<file path="src/rtl/freq_meter_pkg.sv">
// Shared types, range codes and gate-length helpers for the gated-counting frequency meter.
package freq_meter_pkg;

   typedef enum logic [1:0] {WARMUP, CLEAR, GATE, LATCH} state_t;

   localparam logic [1:0] RANGE_1S    = 2'd0;
   localparam logic [1:0] RANGE_100MS = 2'd1;
   localparam logic [1:0] RANGE_10MS  = 2'd2;
   localparam logic [1:0] RANGE_1MS   = 2'd3;

   typedef logic [3:0] bcd_digit_t;
   localparam bcd_digit_t BCD_NINE = 4'd9;

   function automatic int gate_cycles(input int clk_hz, input logic [1:0] range_sel);
      int result;
      case (range_sel)
         RANGE_1S:    result = clk_hz;
         RANGE_100MS: result = clk_hz / 10;
         RANGE_10MS:  result = clk_hz / 100;
         default:     result = clk_hz / 1000;
      endcase
      return result;
   endfunction

   function automatic int gate_cnt_width(input int clk_hz);
      return $clog2(clk_hz);
   endfunction

endpackage

</file>
<file path="src/rtl/freq_bcd_counter.sv">
// DIGITS-wide saturating BCD counter: clr zeroes, inc adds one, an increment at all-9s
// holds the value and raises a sticky ovf until the next clr.
module freq_bcd_counter
   import freq_meter_pkg::*;
#(
   parameter int DIGITS = 6
)
(
   input  logic                clk,
   input  logic                srst,
   input  logic                clr,
   input  logic                inc,
   output logic [4*DIGITS-1:0] count,
   output logic                ovf
);

   bcd_digit_t        digit_reg [DIGITS];
   logic [DIGITS-1:0] nine;
   logic [DIGITS-1:0] carry;
   logic              sat;
   logic              ovf_reg;

   assign sat = inc && (&nine);
   assign ovf = ovf_reg;

   genvar gi;
   generate
      for (gi = 0; gi < DIGITS; gi++) begin : g_digit
         // A digit steps when every lower digit is 9, i.e. the carry ripples into it.
         localparam logic [DIGITS-1:0] LOW_MASK = (DIGITS'(1) << gi) - DIGITS'(1);

         assign nine[gi]         = (digit_reg[gi] == BCD_NINE);
         assign carry[gi]        = inc && ((nine & LOW_MASK) == LOW_MASK);
         assign count[4*gi +: 4] = digit_reg[gi];

         always_ff @(posedge clk) begin
            if (srst || clr) begin
               digit_reg[gi] <= '0;
            end else if (carry[gi] && !sat) begin
               digit_reg[gi] <= nine[gi] ? 4'd0 : digit_reg[gi] + 4'd1;
            end
         end
      end
   endgenerate

   always_ff @(posedge clk) begin
      if (srst || clr) begin
         ovf_reg <= 1'b0;
      end else if (sat) begin
         ovf_reg <= 1'b1;
      end
   end

endmodule

</file>
<file path="src/rtl/freq_meter_core.sv">
// Gated-counting frequency meter core: synchronised edge count over a decade gate window.
// Optional AUTORANGE_EN replaces the range port with self-adjusting range selection.
module freq_meter_core
   import freq_meter_pkg::*;
#(
   parameter int CLK_HZ      = 50000000,
   parameter int DIGITS      = 6,
   parameter int SYNC_STAGES = 2
)
(
   input  logic                clock,
   input  logic                reset,
   input  logic                clock_text,
   input  logic [1:0]          range,
   input  logic                hold,
   output logic [4*DIGITS-1:0] bcd,
   output logic [1:0]          dp_pos,
   output logic                overflow,
   output logic                valid
);

   localparam int GATE_W = gate_cnt_width(CLK_HZ);
   localparam int WARM_W = $clog2(SYNC_STAGES + 1);

   logic [SYNC_STAGES-1:0] sync_reg;
   logic                   delay_reg;
   logic                   rise;
   state_t                 state_reg;
   logic [WARM_W-1:0]      warm_cnt_reg;
   logic [GATE_W-1:0]      gate_cnt_reg;
   logic [1:0]             range_q;
   logic [1:0]             sel_range;
   logic [4*DIGITS-1:0]    count;
   logic                   ovf;
   logic [4*DIGITS-1:0]    bcd_reg;
   logic [1:0]             dp_pos_reg;
   logic                   overflow_reg;
   logic                   valid_reg;

`ifdef AUTORANGE_EN
   logic unused_range;
   assign unused_range = ^range;
   assign sel_range    = range_q;
`else
   assign sel_range    = range;
`endif

   always_ff @(posedge clock) begin
      if (reset) begin
         sync_reg  <= '0;
         delay_reg <= 1'b0;
      end else begin
         sync_reg  <= {sync_reg[SYNC_STAGES-2:0], clock_text};
         delay_reg <= sync_reg[SYNC_STAGES-1];
      end
   end

   assign rise = sync_reg[SYNC_STAGES-1] & ~delay_reg;

   freq_bcd_counter #(.DIGITS(DIGITS)) u_counter (
      .clk   (clock),
      .srst  (reset),
      .clr   (state_reg == CLEAR),
      .inc   ((state_reg == GATE) && rise),
      .count (count),
      .ovf   (ovf)
   );

   always_ff @(posedge clock) begin
      if (reset) begin
         state_reg    <= WARMUP;
         warm_cnt_reg <= '0;
         gate_cnt_reg <= '0;
         range_q      <= RANGE_1S;
         bcd_reg      <= '0;
         dp_pos_reg   <= '0;
         overflow_reg <= 1'b0;
         valid_reg    <= 1'b0;
      end else begin
         valid_reg <= 1'b0;
         case (state_reg)
            WARMUP: begin
               // Lets the synchroniser fill so power-up junk never reaches the counter.
               if (warm_cnt_reg == WARM_W'(SYNC_STAGES)) begin
                  state_reg <= CLEAR;
               end else begin
                  warm_cnt_reg <= warm_cnt_reg + WARM_W'(1);
               end
            end
            CLEAR: begin
               gate_cnt_reg <= GATE_W'(gate_cycles(CLK_HZ, sel_range) - 1);
`ifndef AUTORANGE_EN
               range_q      <= range;
`endif
               state_reg    <= GATE;
            end
            GATE: begin
               if (gate_cnt_reg == '0) begin
                  state_reg <= LATCH;
               end else begin
                  gate_cnt_reg <= gate_cnt_reg - GATE_W'(1);
               end
            end
            LATCH: begin
               if (!hold) begin
                  bcd_reg      <= count;
                  overflow_reg <= ovf;
                  dp_pos_reg   <= range_q;
                  valid_reg    <= 1'b1;
               end
`ifdef AUTORANGE_EN
               // Up on saturation, down when the top two digits are idle; the gap is the hysteresis.
               if (ovf && (range_q != RANGE_1MS)) begin
                  range_q <= range_q + 2'd1;
               end else if ((count[4*DIGITS-1 -: 8] == 8'd0) && (range_q != RANGE_1S)) begin
                  range_q <= range_q - 2'd1;
               end
`endif
               state_reg <= CLEAR;
            end
            default: state_reg <= WARMUP;
         endcase
      end
   end

   assign bcd      = bcd_reg;
   assign dp_pos   = dp_pos_reg;
   assign overflow = overflow_reg;
   assign valid    = valid_reg;

endmodule

</file>
<file path="config.mk">
export PLATFORM = sky130hd
export DESIGN_NAME = freq_meter_core
export DESIGN_NICKNAME = d
export VERILOG_FILES = /design/src/rtl/freq_meter_pkg.sv /design/src/rtl/freq_bcd_counter.sv /design/src/rtl/freq_meter_core.sv
export SDC_FILE = /design/constraint.sdc
export NUM_CORES = 1
export LEC_CHECK = 0
export ABC_AREA = 1
export BUFFER_PORTS_ARGS = -buffer_cell sky130_fd_sc_hd__buf_2
export CELL_PAD_IN_SITES_DETAIL_PLACEMENT = 0
export CELL_PAD_IN_SITES_GLOBAL_PLACEMENT = 1
export CORE_MARGIN = 5
export CORE_UTILIZATION = 44
export DETAILED_ROUTE_END_ITERATION = 8
export GPL_TIMING_DRIVEN = 0
export PLACE_DENSITY = 0.8
export SLEW_MARGIN = 25
export SYNTH_ARGS = -nofsm -noshare
export SYNTH_HDL_FRONTEND = slang
export SYNTH_SLANG_ARGS = --single-unit
</file>
<file path="constraint.sdc">
create_clock -name clock -period 2.31 [get_ports clock]
set_input_delay 0.3465 -clock clock [delete_from_list [all_inputs] [get_ports clock]]
set_output_delay 0.3465 -clock clock [all_outputs]
set_load 0.01 [all_outputs]
</file>
; After elaboration in Yosys (flattened, before gate mapping)
; Memory sizes are Yosys's and may differ from the RTL's.
; Cells that the tools add are included.
[classes]
n_addsub = 9
muxes = 41
n_eq_ne = 19
reduce_logical = 25
bitwise = 11
[op_table]
columns = operator, count
row1 = $mux 26, 3
row2 = $pmux 26 s3, 1
row3 = $pmux 26 s2, 1
row4 = $mux 4, 12
row5 = $eq 4x4->1 const B, 7
row6 = $logic_not 26->1, 1
row7 = $sub 26x1->26 const B, 1
row8 = $sub 26x2->26 const B, 1
row9 = $add 4x1->4 const B, 6
row10 = $mux 1, 21
row11 = $logic_and 1x1->1, 13
row12 = $eq 2x2->1 const B, 5
row13 = $pmux 2 s4, 1
row14 = $reduce_and 2->1, 4
row15 = $or 1x1->1, 6
row16 = $reduce_and 6->1, 1
row17 = $eq 5x5->1 const B, 1
row18 = $eq 2x1->1 const B, 2
row19 = $logic_not 2->1, 2
row20 = $mux 2, 2
row21 = $ne 2x2->1 const B, 2
row22 = $not 1->1, 4
row23 = $eq 3x3->1 const B, 1
row24 = $add 2x1->2 const B, 1
row25 = 6 further kinds, 6
[totals]
ram_bits = 24
ff_bits = 64
wordCells = 117
output_inout_bits = 28
n_memories = 1
[mem_list]
columns = name, depth, width, read_ports, rd_ports_with_merged_regs, wr, line
row1 = u_counter.digit_reg, 6, 4, 6, 0, 6, freq_bcd_counter.sv:17  ; bcd_digit_t digit_reg [DIGITS];

; Logic depth before layout (Yosys ltp)
[logic_depth]
word_depth = 10
mapped_depth = 13
ltp_nobuf = 13

; Hierarchy
; Synthesis repeated with hierarchy kept, for this count alone.
[unflattened]
hier_cells = 651
area_unflattened_um2 = 4782.1
[by_module_without_submodules]
columns = module, cells_per_inst, seq_area_each_um2, area_per_inst_um2, instances
row1 = freq_meter_core, 512, 1261.2, 3369.5, 1
row2 = freq_bcd_counter, 139, 740.7, 1412.6, 1

; Worst setup path before layout
; OpenSTA, ideal clock, no wires.
[synth_path]
path_type = reg2reg
from = register state_reg[0]
to = memory u_counter.digit_reg[2][0] in the netlist's numbering (enable)
path_buffers = 1
path_stages_with_launch = 10
setup_time_ns = 0.339
setup_slack_ns = 0.375
required_time_ns = 1.971
t_arrival_ns = 1.596
path_cell_list = dfxtp_1 > inv_1 > ha_1 > buf_2 > inv_1 > nor3_2 > nand2_1 > inv_1 > nand2_1 > a21oi_1
[synth_lines]
columns = element, line
row1 = start: declaration, freq_meter_core.sv:28  ; state_t state_reg;
row2 = start signal: assignment, freq_meter_core.sv:71  ; state_reg <= WARMUP;
row3 = start signal: assignment, freq_meter_core.sv:85  ; state_reg <= CLEAR;
row4 = start signal: assignment, freq_meter_core.sv:95  ; state_reg <= GATE;
row5 = end: declaration, freq_bcd_counter.sv:17

==> reports/qor.yml <==
root_buffer: "clkbuf_8"
worstPathCellList: "inv_1 -> ha_1 -> buf_2 -> inv_1 -> nor3_4 -> nand2_1 -> inv_2 -> nand2_1 -> a21oi_4"
nets: 711
leakagePower_uw: 0.002413
io_buffers: 32
synth-adder-area-share: 0.07016
drt_wl_total_um: 11600
die_y_um: 112.7
drive_gt1_frac: 0.1199
cts_resized: 5
cp.arrival_ns: 2.24
start_util: 0.4492
finalHoldViolCount: 0
slowest_delay_ns: 0.36
rsz0062_at_grt: "no"
hold_end: "sync_reg[0]"
crit_path_max_fanout: 8
grt_overflow: 0
synth.distinct_cells: 31
synth_top_family_by_area: "simple AND/OR/NAND/NOR gates"
gp_congestion: 0.8821
muxShareOfSynthArea: 0
drcViolationCount: 0
cts.reportedPaths.clkPinSlew_ns: 0.10
clk_path_buf_depth: 2
ff2ff_setup_slack_ns: 0.14
grt_pass1_wl_um: 19060
multi_input_area_mm2: 0.002327
synth-edff-count: 24
grt_util_all_layers: 0.1853
synthXorXnorAreaFrac: 0.03022
fin_crit_ns: 2.169
htreeDepth: 3
yosysSeqAreaShare: 0.4317
ys_ff_latch: 88
dpl_cell_area_mm2: 0.004967
critical-path-top-delay-family: "buffers and inverters"
n_fill_cell: 1045
p_per_area_mw_per_mm2: 1103
fp.dieArea_mm2: 0.01269
ys_warn_count: 0
clk-insertion-delay-late_ns: 0.36
grt_max_degree: 17
synth_area_per_cell_um2: 7.291
ios: 34
synth_fp_nets: 668
holdPathStages: 3
min-delay-start: "clock_text"
r2r_cells: 9
postCtsHoldBufs: 0
synth_area_mm2: 0.004637
layout_commonest_cell: "nor2_1"
status: "complete, no violations"
maxSlewViolCount: 0
wl_per_cell_um: 14.14
async_reset_ff_frac: 0
period_share: 0.9391
cts_tree: "done"
antenna_found_initial: 0
required_ns: 2.38
crit-reg2reg-capture: "u_counter.digit_reg[2][2]"
netlist_instances: 636
rr_startpoint: "state_reg[0]"
most-common-layout-cells: "167 x nor2_1, 105 x nand2_1, 64 x dfxtp_1, 53 x o21ai_0, 51 x inv_1"
rows: 37
setup_viol_count_final: 0
cts_made_buffers: 9
largest_reg_flops: 26
synth_compound_area_frac: 0.09606
fmax_mhz: 461.0
antenna_left: 0
cp-start-kind: "flop"
ff_latch_area_mm2: 0.002002
post-dp-hpwl_um: 8539
core_mm2: 0.01032
hold_path_class: "in -> reg"
post_cts_buffers: 0
final_area_mm2: 0.005192
end_kind: "flop"
dr.pass1.iters: 5
area_delta_synth_final_pct: 11.98
antenna_cells: 0
p_total_uw: 5730
die_w_um: 112.7
cts.sink_count: 88
cap_violations: 0
grt_pass1_vias: 3981
synth_flop_cell: "dfxtp_1"
drt-initial-drc-count: 212
path_buf_inv: 4
viasPerCell: 5.002
synth-simple-area-share: 0.3011
vdd_ir_drop_max_v: 0.0005522
slew_headroom: 0.5800
crit_type: "reg -> reg"
crit_slowest_cell: "dfxtp_1"
finClkSkew_ns: 0.01084
vias: 4102
worst_pin_slew_ns: 0.6300
where the power goes:
part | internal [uW] | switching [uW] | total [uW]
Combinational | 790 | 1570 | 2360
Sequential | 1940 | 305 | 2240
Clock | 518 | 605 | 1120
per-stage QoR:
| stage | hold WS, ns | utilization | worst slack (ns) | TNS [ns] | cells |
|---|---|---|---|---|---|
| after floorplan | 0.3883 | - | 0.3745 | 0 | 636 |
| after detailed placement | 0.3957 | 0.4812 | -0.1774 | -0.9039 | 804 |
| final | 0.1842 | 0.5030 | 0.1407 | 0 | 820 |
| after CTS | 0.1709 | 0.5028 | 0.03587 | 0 | 820 |
| after global placement | 0.3997 | 0.4812 | -0.1920 | -1.168 | 804 |
| after global routing | 0.1731 | 0.5030 | 0.01734 | 0 | 820 |
layer usage:
| metal | global-route usage | vias up | part of all wire |
|---|---|---|---|
| met5 | 0 | - | 0 |
| met4 | 0.04808 | 0 | 0.013 |
| li1 | - | 2112 | - |
| met3 | 0.03235 | 14 | 0.038 |
| met1 | 0.2286 | 1892 | 0.45 |
| met2 | 0.3325 | 84 | 0.50 |
cells in the mapped netlist, types with 2 or more instances:
master    count  area share
inv_2        10      0.0081
a21oi_2       4      0.0076
inv_1        52       0.042
xnor2_1       8       0.015
ha_1         26       0.070
dfxtp_1      64        0.28
nand3b_1      2      0.0032
nand2_1     105       0.085
nor2_2        5      0.0067
a21oi_1      20       0.022
nor3_1        9      0.0097
nand2_2       5      0.0067
edfxtp_1     24        0.16
nor2_1      168        0.14
o21ai_0      55       0.059
o22ai_1       2      0.0027
nand4_1       4      0.0054
o21ai_1       3      0.0032
clkbuf_1     14       0.011
xor2_1        8       0.015
nand3_1      38       0.041
cells by family after synthesis:
logic type                 after synthesis
AOI/OAI and AO/OA                       85
xor gates and xnor gates                16
adders and majority gates               26
buffers and inverters                   81
DFF                                     88
and+or+nand+nor                        340
worst max-delay path by stage:
stage                  from                        end  cells past startpoint
2_1_floorplan  state_reg[0]  u_counter.digit_reg[2][0]                      9
3_3_place_gp   state_reg[0]  u_counter.digit_reg[2][0]                      9
3_5_place_dp   state_reg[0]  u_counter.digit_reg[2][1]                      9
4_1_cts        state_reg[0]  u_counter.digit_reg[2][2]                      9
5_1_grt        state_reg[0]  u_counter.digit_reg[2][2]                      9
6_report       state_reg[0]  u_counter.digit_reg[2][2]                      9
worst min-delay path, cell delays in order:
cell    delay [ns]
buf_2         0.07
inv_1         0.03
nor2_1        0.07
final cells by class:
class	count	area share
repair buffers	32	0.03084
plain buffers	19	0.01855
flip-flops and latches	88	0.3855
multi-input cells	467	0.4482
inverters	62	0.04482
clock buffers	10	0.02458
well taps	136	0.03277
clock inverters	6	0.01470
Power figures use the tool's default switching activity.
